## config.mk

```make
export PLATFORM = sky130hd
export DESIGN_NAME = scmp_dad_seq
export DESIGN_NICKNAME = d
export VERILOG_FILES = /design/src/rtl/scmp_dad_seq.sv
export SDC_FILE = /design/constraint.sdc
export NUM_CORES = 1
export LEC_CHECK = 0
export BUFFER_PORTS_ARGS = -buffer_cell sky130_fd_sc_hd__buf_4
export CORE_AREA = 3 3 82 84
export DETAILED_ROUTE_END_ITERATION = 16
export DIE_AREA = 0 0 85 87
export PLACE_DENSITY = 0.68
export SLEW_MARGIN = 15
export SYNTH_ARGS = -nofsm -noshare
export SYNTH_HDL_FRONTEND = slang
export SYNTH_SLANG_ARGS = --single-unit
```

## constraint.sdc

```tcl
create_clock -name clk -period 2.6 [get_ports clk]
set_input_delay 0.39 -clock clk [delete_from_list [all_inputs] [get_ports clk]]
set_output_delay 0.39 -clock clk [all_outputs]
set_load 0.005 [all_outputs]
```

## src/rtl/scmp_dad_seq.sv

```systemverilog
// rtl/scmp_dad_seq.sv - SC/MP DAD/DAE decimal-add sequencer that borrows the shared ALU
// Macro SCMP_DAD_FIXED_LATENCY_EN: always visit both +6 fix states (latency 5); otherwise skip unneeded fixes.
package scmp_alu_pkg;
  typedef enum logic [3:0] {
    ALU_OP_NUL           = 4'h0,
    ALU_OP_ADD           = 4'h1,
    ALU_OP_ADD_NOCARRYIN = 4'h2,
    ALU_OP_AND           = 4'h3,
    ALU_OP_OR            = 4'h4,
    ALU_OP_XOR           = 4'h5,
    ALU_OP_DA            = 4'h6
  } ALU_OP_t;
endpackage

module scmp_dad_seq
  import scmp_alu_pkg::*;
(
  input  logic       clk,
  input  logic       rst_n,
  input  logic       start,
  input  logic [7:0] dad_a,
  input  logic [7:0] dad_b,
  input  logic       dad_cy,
  output logic       busy,
  output logic       done,
  output logic [7:0] dad_res,
  output logic       dad_cy_o,
  input  ALU_OP_t    uc_op,
  input  logic [7:0] uc_a,
  input  logic [7:0] uc_b,
  input  logic       uc_cy,
  output ALU_OP_t    alu_op,
  output logic [7:0] alu_a,
  output logic [7:0] alu_b,
  output logic       alu_cy,
  input  logic [7:0] alu_res,
  input  logic       alu_cy_o
);

  typedef enum logic [2:0] {
    S_IDLE, S_LO_ADD, S_LO_FIX, S_HI_ADD, S_HI_FIX, S_DONE
  } state_t;

  state_t     state_q;
  logic [7:0] a_q, b_q;
  logic       cy_q;
  logic [4:0] lo_raw_q, hi_raw_q;
  logic       c_lo_q, c_hi_q;
  logic [3:0] lo_q;
  logic       busy_q, done_q;
  logic [7:0] res_q;
  logic       res_cy_q;

  // Decimal carry comes from the compare, never from ALU bit 4.
  logic [4:0] sum_raw;
  logic       sum_gt9;
  assign sum_raw = alu_res[4:0];
  assign sum_gt9 = (sum_raw > 5'd9);

  logic unused_alu_bits;
  assign unused_alu_bits = &{1'b0, alu_cy_o, alu_res[7:5]};

  always_ff @(posedge clk or negedge rst_n) begin
    if (!rst_n) begin
      state_q  <= S_IDLE;
      a_q      <= 8'h00;
      b_q      <= 8'h00;
      cy_q     <= 1'b0;
      lo_raw_q <= 5'h00;
      hi_raw_q <= 5'h00;
      c_lo_q   <= 1'b0;
      c_hi_q   <= 1'b0;
      lo_q     <= 4'h0;
      busy_q   <= 1'b0;
      done_q   <= 1'b0;
      res_q    <= 8'h00;
      res_cy_q <= 1'b0;
    end else begin
      done_q <= 1'b0;
      case (state_q)
        S_IDLE: begin
          if (start) begin
            a_q     <= dad_a;
            b_q     <= dad_b;
            cy_q    <= dad_cy;
            busy_q  <= 1'b1;
            state_q <= S_LO_ADD;
          end
        end
        S_LO_ADD: begin
          lo_raw_q <= sum_raw;
          c_lo_q   <= sum_gt9;
          lo_q     <= sum_raw[3:0];
`ifdef SCMP_DAD_FIXED_LATENCY_EN
          state_q  <= S_LO_FIX;
`else
          state_q  <= sum_gt9 ? S_LO_FIX : S_HI_ADD;
`endif
        end
        S_LO_FIX: begin
          lo_q    <= alu_res[3:0];
          state_q <= S_HI_ADD;
        end
        S_HI_ADD: begin
          hi_raw_q <= sum_raw;
          c_hi_q   <= sum_gt9;
`ifdef SCMP_DAD_FIXED_LATENCY_EN
          state_q  <= S_HI_FIX;
`else
          if (sum_gt9) begin
            state_q <= S_HI_FIX;
          end else begin
            res_q    <= {sum_raw[3:0], lo_q};
            res_cy_q <= 1'b0;
            done_q   <= 1'b1;
            state_q  <= S_DONE;
          end
`endif
        end
        S_HI_FIX: begin
          res_q    <= {alu_res[3:0], lo_q};
          res_cy_q <= c_hi_q;
          done_q   <= 1'b1;
          state_q  <= S_DONE;
        end
        S_DONE: begin
          busy_q  <= 1'b0;
          state_q <= S_IDLE;
        end
        default: begin
          busy_q  <= 1'b0;
          state_q <= S_IDLE;
        end
      endcase
    end
  end

  // NUL passes B through, so an uncorrected digit still comes back via alu_res.
  always_comb begin
    alu_op = uc_op;
    alu_a  = uc_a;
    alu_b  = uc_b;
    alu_cy = uc_cy;
    case (state_q)
      S_IDLE: ;
      S_LO_ADD: begin
        alu_op = ALU_OP_ADD;
        alu_a  = {4'h0, a_q[3:0]};
        alu_b  = {4'h0, b_q[3:0]};
        alu_cy = cy_q;
      end
      S_LO_FIX: begin
        alu_op = c_lo_q ? ALU_OP_ADD_NOCARRYIN : ALU_OP_NUL;
        alu_a  = c_lo_q ? {3'b000, lo_raw_q} : 8'h00;
        alu_b  = c_lo_q ? 8'h06 : {3'b000, lo_raw_q};
        alu_cy = 1'b0;
      end
      S_HI_ADD: begin
        alu_op = ALU_OP_ADD;
        alu_a  = {4'h0, a_q[7:4]};
        alu_b  = {4'h0, b_q[7:4]};
        alu_cy = c_lo_q;
      end
      S_HI_FIX: begin
        alu_op = c_hi_q ? ALU_OP_ADD_NOCARRYIN : ALU_OP_NUL;
        alu_a  = c_hi_q ? {3'b000, hi_raw_q} : 8'h00;
        alu_b  = c_hi_q ? 8'h06 : {3'b000, hi_raw_q};
        alu_cy = 1'b0;
      end
      default: begin
        alu_op = ALU_OP_NUL;
        alu_a  = 8'h00;
        alu_b  = 8'h00;
        alu_cy = 1'b0;
      end
    endcase
  end

  assign busy     = busy_q;
  assign done     = done_q;
  assign dad_res  = res_q;
  assign dad_cy_o = res_cy_q;

endmodule

```

==> results.sh, run 1 <==
export IMPL_power_mw=3.813
export IMPL_grt_pass1_vias=1922
export IMPL_hold_slack_ps=76.99
export IMPL_crit_type="register to primary output"
export IMPL_finalSetupViolations=0
export IMPL_fin_ws_ps=172.0
export IMPL_combPwrFrac_pct=48.1
export IMPL_finalMaxSlewViolations=0
export IMPL_tightest_slew_ps=597.0
export IMPL_synth_edf_count=0
export IMPL_yosys_warnings=0
export IMPL_fin_worst_skew_ps=3.358
export IMPL_post_route_min_period_ps=2428
export IMPL_post_cts_buffers=0
export IMPL_startpoint_type="register"
export IMPL_dieArea_um2=7395
export IMPL_yosys_register_bits=47
export IMPL_ys_async_sr_fraction_pct=100.0
export IMPL_setup_tns_ps=0
export IMPL_grt_setup_unrepaired="no"
export IMPL_post_dp_cell_area_um2=2984
export IMPL_die_h_um=87
export IMPL_initial_core_util_pct=38.76
export IMPL_drive_gt1_share_pct=51.26
export IMPL_final_cell_mix="buf_4 (85), dfrtp_1 (47), mux2_2 (41)"
export IMPL_ant_nets=0
export IMPL_ys_flop_type="dfrtp_1"
export IMPL_syn_nets=246
export IMPL_numCtsBuffers=5
export IMPL_grt_pass1_wl_mm=9.397
export IMPL_diodes=0
export IMPL_wl_mm=5.629
export IMPL_cts_root_buf="clkbuf_8"
export IMPL_ir_worst_vdd_mv=0.5557
export IMPL_switchingPower_mw=1.303
export IMPL_clk_pin_slew_worst_paths_ps=90
export IMPL_synthesis_area_um2=2322
export IMPL_final_core_util_pct=51.88
export IMPL_dieWidth_um=85
export IMPL_grt_use_total_pct=16.21
export IMPL_avgSynthCellArea_um2=11.85
export IMPL_cp_arrival_ps=2040
export IMPL_ys_types=37
export IMPL_drc=0
export IMPL_cts_tree="yes"
export IMPL_required_ps=2210
export IMPL_gp_congestion=0.7546
export IMPL_drt_vias_per_instance=5.239
export IMPL_dpl_hpwl_mm=4.222
export IMPL_seq_area_frac_synth_pct=50.65
export IMPL_grt_max_degree=48
export IMPL_p_int_mw=2.510
export IMPL_clock_fmax_mhz=411.9
export IMPL_num_rows=28
export IMPL_relSlewSlack_pct=60.20
export IMPL_power_frac_clock_pct=15.0
export IMPL_holdCritPathClass="input port to async pin"
export IMPL_clk_latency_ps=300
export IMPL_fin_nets=326
export IMPL_stdcell_count=352
export IMPL_first_iter_violations=116
export IMPL_seqPwrFrac_pct=37.0
export IMPL_final_area_um2=3108
export IMPL_cts_buffer_depth=2
export IMPL_cts_hold_buffers_added=0
export IMPL_routedWlPerCell_um=15.99
export IMPL_grt_overflow=0
export IMPL_core_area_um2=5991
export IMPL_fin_crit_sh_pct=93.38
export IMPL_pin_count=82
export IMPL_cap_violations=0
export IMPL_outcome="complete, no violations"
export IMPL_placedCellCount=344
export IMPL_area_growth_pct=33.84
export IMPL_synth_cells=196
export IMPL_worst_setup_path_end_kind="primary output"
export IMPL_io_buffer_count=77
export IMPL_hold_viol_final=0
export IMPL_cts_sinks=47
export IMPL_final_common_cell="buf_4"
export IMPL_cp_max_fo=14
export IMPL_powerDensity_nw_per_um2=1227
export IMPL_dr_total_vias=1844
export IMPL_grt_antenna_before_repair=0
export IMPL_p_leak_nw=1.438
export IMPL_switching_share_pct=34.16
export IMPL_htreeDepth=2
export IMPL_place_ws_ps=363.2
export IMPL_drt_pass1_iter_count=4
[routing by layer]
metal  up-vias  global-route usage [%]  share of wire, %
met5         -                       0                 0
met4         0                   6.475               1.6
met3         8                   3.027               5.4
met2        58                   26.84                51
met1       913                   21.02                42
li1        865                       -                 -
[critical path: stages, from the launching register on]
cell	delay (ps)
dfrtp_1	720
buf_4	250
mux2_2	340
a22oi_1	140
o21ai_0	110
buf_4	150
[worst paths after layout]
path | from | to | slack (ps) | cells past startpoint
setup / recovery | state_q[1]$_DFFE_PN0P_ | alu_b[3] | 170 | 5
hold / removal | rst_n | a_q[7]$_DFFE_PN0P_ | 80 | 1
setup reg to reg | state_q[1]$_DFFE_PN0P_ | dad_res[7]$_DFFE_PN0P_ | 620 | 3
hold reg to reg | b_q[0]$_DFFE_PN0P_ | b_q[0]$_DFFE_PN0P_ | 510 | 1
max in group asynchronous | rst_n | hi_raw_q[4]$_DFFE_PN0N_ | 2110 | 1
min in group clk | alu_res[0] | hi_raw_q[0]$_DFFE_PN0N_ | 300 | 3
[flip-flops by register name, summed over array words and instances (netlist names)]
register / count
lo_raw_q: 5
dad_res: 8
busy: 1
a_q: 8
hi_raw_q: 5
done: 1
b_q: 8
state_q: 3
dad_cy_o: 1
lo_q: 4
cy_q: 1
c_lo_q: 1
c_hi_q: 1
[logic make-up (layout without fill, tap and decap cells)]
kind of cell,count (synthesis),in the layout,share of synthesized area [%]
mux,41,41,19.88
buf+inv,17,98,3.826
simple gates,48,48,12.34
compound gates,42,42,12.93
xor+xnor,1,1,0.3772
flops,47,47,50.65
[final cells by class]
cell class	instances	area (µm²)
fillers	555	2883
flip-flops and latches	47	1176
multi-input cells	132	1060
repair buffers	85	638.1
well taps	75	93.84
clock buffers	6	82.58
clock inverters	2	38.79
inverters	5	18.77
[synthesized netlist by cell type (all sizes together), types with 2 or more instances]
cell type | number | area share [%]
mux2 | 41 | 20
inv | 5 | 0.81
clkbuf | 5 | 0.81
buf | 7 | 2.2
dfrtp | 47 | 51
nor3 | 2 | 0.43
nand2 | 20 | 3.2
a2bb2oi | 2 | 0.75
o211ai | 3 | 0.97
and4bb | 2 | 1.1
a22oi | 14 | 4.5
nor2 | 6 | 1.1
a21oi | 4 | 0.86
nor4b | 2 | 1.0
o21ai | 10 | 2.2
or3b | 2 | 0.75
and2 | 9 | 2.4
o22ai | 2 | 0.54
[timing repair]
item,in CTS,in global routing
endpoints found under the hold margin,0,0
gates resized for setup,0,1
setup endpoints to repair,0,9
[power by group through the flow]
| stage | Clock, mW | Sequential [mW] | Combinational, mW |
|---|---|---|---|
| 2_1_floorplan | 0 | 1.29 | 1.19 |
| 3_3_place_gp | 0 | 1.41 | 1.81 |
| 3_5_place_dp | 0 | 1.43 | 1.85 |
| 4_1_cts | 0.592 | 1.41 | 1.86 |
| 5_1_grt | 0.628 | 1.47 | 2.04 |
| 6_report | 0.571 | 1.41 | 1.83 |
(Power assumes the default switching activity.)
==> run 2, diff against run 1 <==
--- a/config.mk
+++ b/config.mk
@@ -5,11 +5,12 @@
 export SDC_FILE = /design/constraint.sdc
 export NUM_CORES = 1
 export LEC_CHECK = 0
+export ABC_AREA = 1
 export BUFFER_PORTS_ARGS = -buffer_cell sky130_fd_sc_hd__buf_4
 export CORE_AREA = 3 3 82 84
 export DETAILED_ROUTE_END_ITERATION = 16
 export DIE_AREA = 0 0 85 87
-export PLACE_DENSITY = 0.68
+export PLACE_DENSITY = 0.69
 export SLEW_MARGIN = 15
 export SYNTH_ARGS = -nofsm -noshare
 export SYNTH_HDL_FRONTEND = slang
==> run 2 against run 1 <==
Register-to-register slack improved by 370 ps. Routed wire length is 5.6% higher. Clock skew up 5.1 ps. First-iteration DRC count grew 16%. Power decreased by 6.7%. Clock power down 9.8%. Critical path depth grew 1. Worst setup slack better by 69 ps. Combinational power shrank 7%. Global-route usage rose by 0.72 points. Sequential power down 5%. Critical endpoint is now alu_a[0].
==> results.sh, run 2 <==
export IMPL_fin_crit_sh_pct=90.72
export IMPL_cp_max_fo=12
export IMPL_use_met2_pct=27.40
export IMPL_grt_pass1_wl_mm=10.11
export IMPL_required_ps=2210
export IMPL_finalMaxSlewViolations=0
export IMPL_synth_top_area_share_pct=49.58
export IMPL_synth_most_common_cell="nand2_1"
export IMPL_worst_setup_path_end_kind="primary output"
export IMPL_placedCellCount=451
export IMPL_wl_mm=5.945
export IMPL_cts_sinks=47
export IMPL_grt_antenna_before_repair=0
export IMPL_final_common_cell="nand2_1"
export IMPL_pin_count=82
export IMPL_yosys_register_bits=47
export IMPL_post_dp_cell_area_um2=2958
export IMPL_avgSynthCellArea_um2=7.628
export IMPL_drt_pass1_iter_count=4
export IMPL_grt_max_degree=48
export IMPL_ff2ff_path_depth=6
export IMPL_cts_tree="yes"
export IMPL_first_iter_violations=134
export IMPL_yosys_top_cells_area="dfrtp_1 (50%), nand2_1 (14%), nor2_1 (7.9%)"
export IMPL_startpoint_type="register"
export IMPL_diodes=0
export IMPL_die_h_um=87
export IMPL_ant_nets=0
export IMPL_fin_nets=433
export IMPL_holdCritPathClass="input port to async pin"
export IMPL_grt_overflow=0
export IMPL_power_mw=3.556
export IMPL_gp_congestion=0.8155
export IMPL_p_leak_nw=1.691
export IMPL_powerDensity_nw_per_um2=1161
export IMPL_relSlewSlack_pct=61.30
export IMPL_synthesis_area_um2=2372
export IMPL_drt_vias_per_instance=4.838
export IMPL_final_core_util_pct=51.13
export IMPL_io_buffer_count=77
export IMPL_final_area_um2=3063
export IMPL_crit_type="register to primary output"
export IMPL_ys_types=21
export IMPL_yosys_warnings=0
export IMPL_synth_common_cells="nand2_1 (86), nor2_1 (50), dfrtp_1 (47)"
export IMPL_drc=0
export IMPL_hold_viol_final=0
export IMPL_syn_nets=361
export IMPL_cts_buffer_depth=2
export IMPL_htreeDepth=2
export IMPL_numCtsBuffers=5
export IMPL_clk_latency_ps=300
export IMPL_cts_hold_buffers_added=0
export IMPL_setup_tns_ps=0
export IMPL_busiest_layer="met2"
export IMPL_clock_fmax_mhz=423.9
export IMPL_cp_arrival_ps=1970
export IMPL_final_cell_mix="nand2_1 (86), buf_4 (78), nor2_1 (49)"
export IMPL_ys_flop_type="dfrtp_1"
export IMPL_clk_pin_slew_worst_paths_ps=90
export IMPL_globalRouteMet1Util_pct=22.08
export IMPL_grt_setup_unrepaired="no"
export IMPL_initial_core_util_pct=39.60
export IMPL_dr_total_vias=2216
export IMPL_grt_pass1_vias=2226
export IMPL_fin_worst_skew_ps=8.451
export IMPL_drive_gt1_share_pct=25.85
export IMPL_synth_edf_count=0
export IMPL_finalSetupViolations=0
export IMPL_ir_worst_vdd_mv=0.6157
export IMPL_yosysTopAreaCell="dfrtp_1"
export IMPL_grtUsageMet3_pct=4.541
export IMPL_dieWidth_um=85
export IMPL_post_route_min_period_ps=2359
export IMPL_cap_violations=0
export IMPL_dieArea_um2=7395
export IMPL_cts_root_buf="clkbuf_8"
export IMPL_dpl_hpwl_mm=4.557
export IMPL_tightest_slew_ps=580.6
export IMPL_core_area_um2=5991
export IMPL_grt_use_total_pct=16.93
export IMPL_num_rows=28
export IMPL_seq_area_frac_synth_pct=49.58
export IMPL_synth_cells=311
export IMPL_routedWlPerCell_um=12.98
export IMPL_outcome="complete, no violations"
export IMPL_area_growth_pct=29.11
export IMPL_stdcell_count=458
export IMPL_ys_async_sr_fraction_pct=100.0
## run 2: changes by cell type after synthesis, moves of 5 or more
cell / before / now
nand3_1: 0 / 35
o21ai_0: 10 / 15
nor2_1: 5 / 50
nand2_1: 20 / 86
a22oi_1: 14 / 0
inv_1: 5 / 28
mux2_2: 41 / 0
and2_1: 9 / 0
a21oi_1: 4 / 19
## run 2: cells by family after synthesis
kind of cell,synth area share (%)
buffers and inverters,8.860
AOI/OAI and AO/OA,8.123
and+or+nand+nor,33.44
DFF,49.58
## run 2: cell type report
cell class              count  area (µm²)
inverters                  31       116.4
repair buffers             78       585.6
multi-input cells         220       988.4
well taps                  75       93.84
clock inverters             1       30.03
fillers                   599        2928
clock buffers               6       72.57
flip-flops and latches     47        1176
## run 2: critical path, cell delays in order, from the launching register on
cell     delay, ps
dfrtp_1        460
inv_2          230
nand3_1        220
nor2_1         390
a21oi_1        170
nand2_1         90
buf_4          100
## run 2: worst paths after layout
| check | start | to | slack (ps) |
|---|---|---|---|
| max in group asynchronous | rst_n | b_q[4]$_DFFE_PN0P_ | 2120 |
| min | rst_n | dad_res[0]$_DFFE_PN0P_ | 90 |
| min reg2reg | a_q[7]$_DFFE_PN0P_ | a_q[7]$_DFFE_PN0P_ | 480 |
| min in group clk | alu_res[0] | dad_res[4]$_DFFE_PN0P_ | 300 |
| max | state_q[2]$_DFFE_PN0P_ | alu_a[0] | 240 |
| max reg2reg | state_q[0]$_DFFE_PN0P_ | dad_res[1]$_DFFE_PN0P_ | 990 |
## run 2: layer usage
layer	part of all wire, %	up-vias	wire (µm)
li1	-	1122	-
met4	2.4	0	145
met3	8.5	13	507
met2	45	83	2704
met1	44	998	2587
met5	0	-	0
## run 2: report_power, final
group | internal [mW] | switching [mW] | leakage [nW] | total, mW
Sequential | 1.08 | 0.253 | 0.561 | 1.34
Combinational | 0.755 | 0.949 | 1.08 | 1.70
Clock | 0.282 | 0.234 | 0.0513 | 0.515
Total | 2.12 | 1.44 | 1.69 | 3.56
## run 2: what timing repair did
item / CTS / global route
setup endpoints to repair: 0 / 1
endpoints found under the hold margin: 0 / 0
resized for setup: 0 / 1
buffers inserted: 0 / 0
## run 2: metrics by stage
step                      hold WS, ps  setup slack [ps]
after floorplan                 94.41              1054
after global placement          430.2             570.5
after detailed placement        435.4             576.7
after CTS                       113.5             221.2
after global routing            130.2             55.13
final                           86.86             241.2
==> run 3, diff against run 2 <==
--- a/config.mk
+++ b/config.mk
@@ -11,6 +11,7 @@
 export DETAILED_ROUTE_END_ITERATION = 16
 export DIE_AREA = 0 0 85 87
 export PLACE_DENSITY = 0.69
+export RECOVER_POWER = 100
 export SLEW_MARGIN = 15
 export SYNTH_ARGS = -nofsm -noshare
 export SYNTH_HDL_FRONTEND = slang
==> run 3 against run 2 <==
Sequential power hardly changed. Die area stayed put. Final cell count stayed put. First-iteration DRC count is 6.0% higher. Worst setup slack better by 41 ps. Worst hold slack better by 210 ps. Non-clock buffer count stayed put. Global-route usage stayed put. Routed wire length is 0.12% higher. Critical path type unchanged. Largest cell class unchanged. Largest power group unchanged.
==> results.sh, run 3 (synthesized netlist as in run 2, its figures left out) <==
export IMPL_outcome="complete, no violations"
export IMPL_pin_count=82
export IMPL_cts_tree="yes"
export IMPL_powerDensity_nw_per_um2=1152
export IMPL_dieArea_um2=7395
export IMPL_cts_sinks=47
export IMPL_cp_max_fo=12
export IMPL_place_ws_ps=576.7
export IMPL_startpoint_type="register"
export IMPL_first_iter_violations=142
export IMPL_die_h_um=87
export IMPL_relSlewSlack_pct=23.23
export IMPL_wl_met3_um=493
export IMPL_diodes=0
export IMPL_drc=0
export IMPL_grt_antenna_before_repair=0
export IMPL_grt_max_degree=48
export IMPL_grt_setup_unrepaired="no"
export IMPL_io_buffer_count=77
export IMPL_path_buf_inv=2
export IMPL_cts_buffer_depth=2
export IMPL_worst_setup_path_end_kind="primary output"
export IMPL_cap_violations=0
export IMPL_dr_wl_met2_mm=2.733
export IMPL_critPathTopFamily="simple AND/OR/NAND/NOR gates"
export IMPL_r2r_start="state_q[1]$_DFFE_PN0P_"
export IMPL_ff2ff_path_depth=6
export IMPL_grt_use_total_pct=16.93
export IMPL_fin_ws_ps=281.9
export IMPL_finalSetupViolations=0
export IMPL_timing_rr_end="b_q[4]$_DFFE_PN0P_"
export IMPL_drt_pass1_iter_count=4
export IMPL_crit_chain="inv_2 -> nand3_1 -> nor2_1 -> a21oi_1 -> nand2_1 -> clkbuf_4"
export IMPL_path_depth=6
export IMPL_num_rows=28
export IMPL_post_route_min_period_ps=2318
export IMPL_area_growth_pct=27.48
export IMPL_cts_root_buf="clkbuf_8"
export IMPL_fin_crit_sh_pct=89.16
export IMPL_finalMaxSlewViolations=0
export IMPL_placedCellCount=451
export IMPL_setup_tns_ps=0
export IMPL_final_cell_mix="nand2_1 (91), nor2_1 (49), dfrtp_1 (47)"
export IMPL_rrSetupSlack_ps=570
export IMPL_dr_total_vias=2236
export IMPL_endpoint="alu_a[2]"
export IMPL_p_leak_nw=1.665
export IMPL_drt_vias_per_instance=4.882
export IMPL_drive_gt1_share_pct=23.50
export IMPL_fin_worst_skew_ps=6.704
export IMPL_grt_pass1_vias=2226
export IMPL_met1Wirelength_mm=2.580
export IMPL_clk_pin_slew_worst_paths_ps=80
export IMPL_ir_worst_vdd_mv=0.6142
export IMPL_crit_type="register to primary output"
export IMPL_cp_arrival_ps=1930
export IMPL_fin_nets=433
export IMPL_dpl_hpwl_mm=4.557
export IMPL_wl_mm=5.952
export IMPL_cpPeakStageDelay_ps=460
export IMPL_htreeDepth=2
export IMPL_fill_cells=608
export IMPL_dieWidth_um=85
export IMPL_post_cts_buffers=0
export IMPL_hold_viol_final=0
export IMPL_cp_slowest_cell="dfrtp_1"
export IMPL_holdCritPathClass="input port to register"
export IMPL_grt_pass1_wl_mm=10.11
export IMPL_hold_slack_ps=299.7
export IMPL_core_area_um2=5991
export IMPL_final_common_cell="nand2_1"
export IMPL_required_ps=2210
export IMPL_clk_latency_ps=300
export IMPL_cp_startpoint="state_q[2]$_DFFE_PN0P_"
export IMPL_ant_nets=0
export IMPL_dr_max_layer_used="met4"
export IMPL_gp_congestion=0.8155
export IMPL_tightest_slew_ps=1151
export IMPL_routedWlPerCell_um=13.00
export IMPL_numCtsBuffers=5
export IMPL_initial_core_util_pct=39.60
export IMPL_clock_fmax_mhz=431.4
export IMPL_stdcell_count=458
export IMPL_grt_overflow=0
[run 3: cell types whose count changed in the layout (fill, tap and decap cells not counted), sizes merged]
| cell | previous run | this run |
|---|---|---|
| buf | 78 | 45 |
| clkbuf | 6 | 39 |
[run 3: metrics by stage]
stage	cell area [µm²]	total power, mW	util, %
global placement	2958	3.024	49.37
detailed placement	2958	3.074	49.37
CTS	3060	3.599	51.09
finish	3024	3.485	50.48
floorplan	2372	2.356	-
global route	3024	3.835	50.48
[run 3: worst min path at each step]
stage / endpoint / slack [ps] / start / depth (start not counted)
2_1_floorplan: a_q[0]$_DFFE_PN0P_ / 90 / rst_n / 0
3_3_place_gp: dad_res[0]$_DFFE_PN0P_ / 430 / rst_n / 1
3_5_place_dp: lo_q[0]$_DFFE_PN0N_ / 440 / rst_n / 1
4_1_cts: dad_res[4]$_DFFE_PN0P_ / 110 / rst_n / 1
5_1_grt: dad_res[4]$_DFFE_PN0P_ / 300 / alu_res[0] / 3
6_report: dad_res[4]$_DFFE_PN0P_ / 300 / alu_res[0] / 3
[run 3: what timing repair did]
action / in CTS / in global routing
hold buffers: 0 / 0
endpoints found under the setup margin: 0 / 1
gates resized for setup: 0 / 1
[run 3: metal layers]
metal  track usage [%]  vias up
met5                 0        -
met4             5.612        0
met3             4.541       13
met2             27.40       73
met1             22.08     1034
li1                  -     1116
[run 3: worst min-delay path, stage by stage]
cell     delay (ps)
buf_4            80
nand2_1          40
nand2_1          50
[run 3: cell type report]
cell class	instances	area, µm²	share of cell area (%)
sequential	47	1176	38.89
multi-input combinational	220	955.9	31.61
timing repair buffer	78	579.3	19.16
inverter	31	116.4	3.848
tap	75	93.84	3.103
clock buffer	6	72.57	2.400
clock inverter	1	30.03	0.9930
[run 3: report_power, final]
part | total, mW | internal (mW) | switching [mW] | leakage, nW
clock network | 0.514 | 0.282 | 0.232 | 0.0513
logic | 1.64 | 0.713 | 0.925 | 1.05
registers | 1.33 | 1.08 | 0.249 | 0.561
total | 3.48 | 2.08 | 1.41 | 1.67
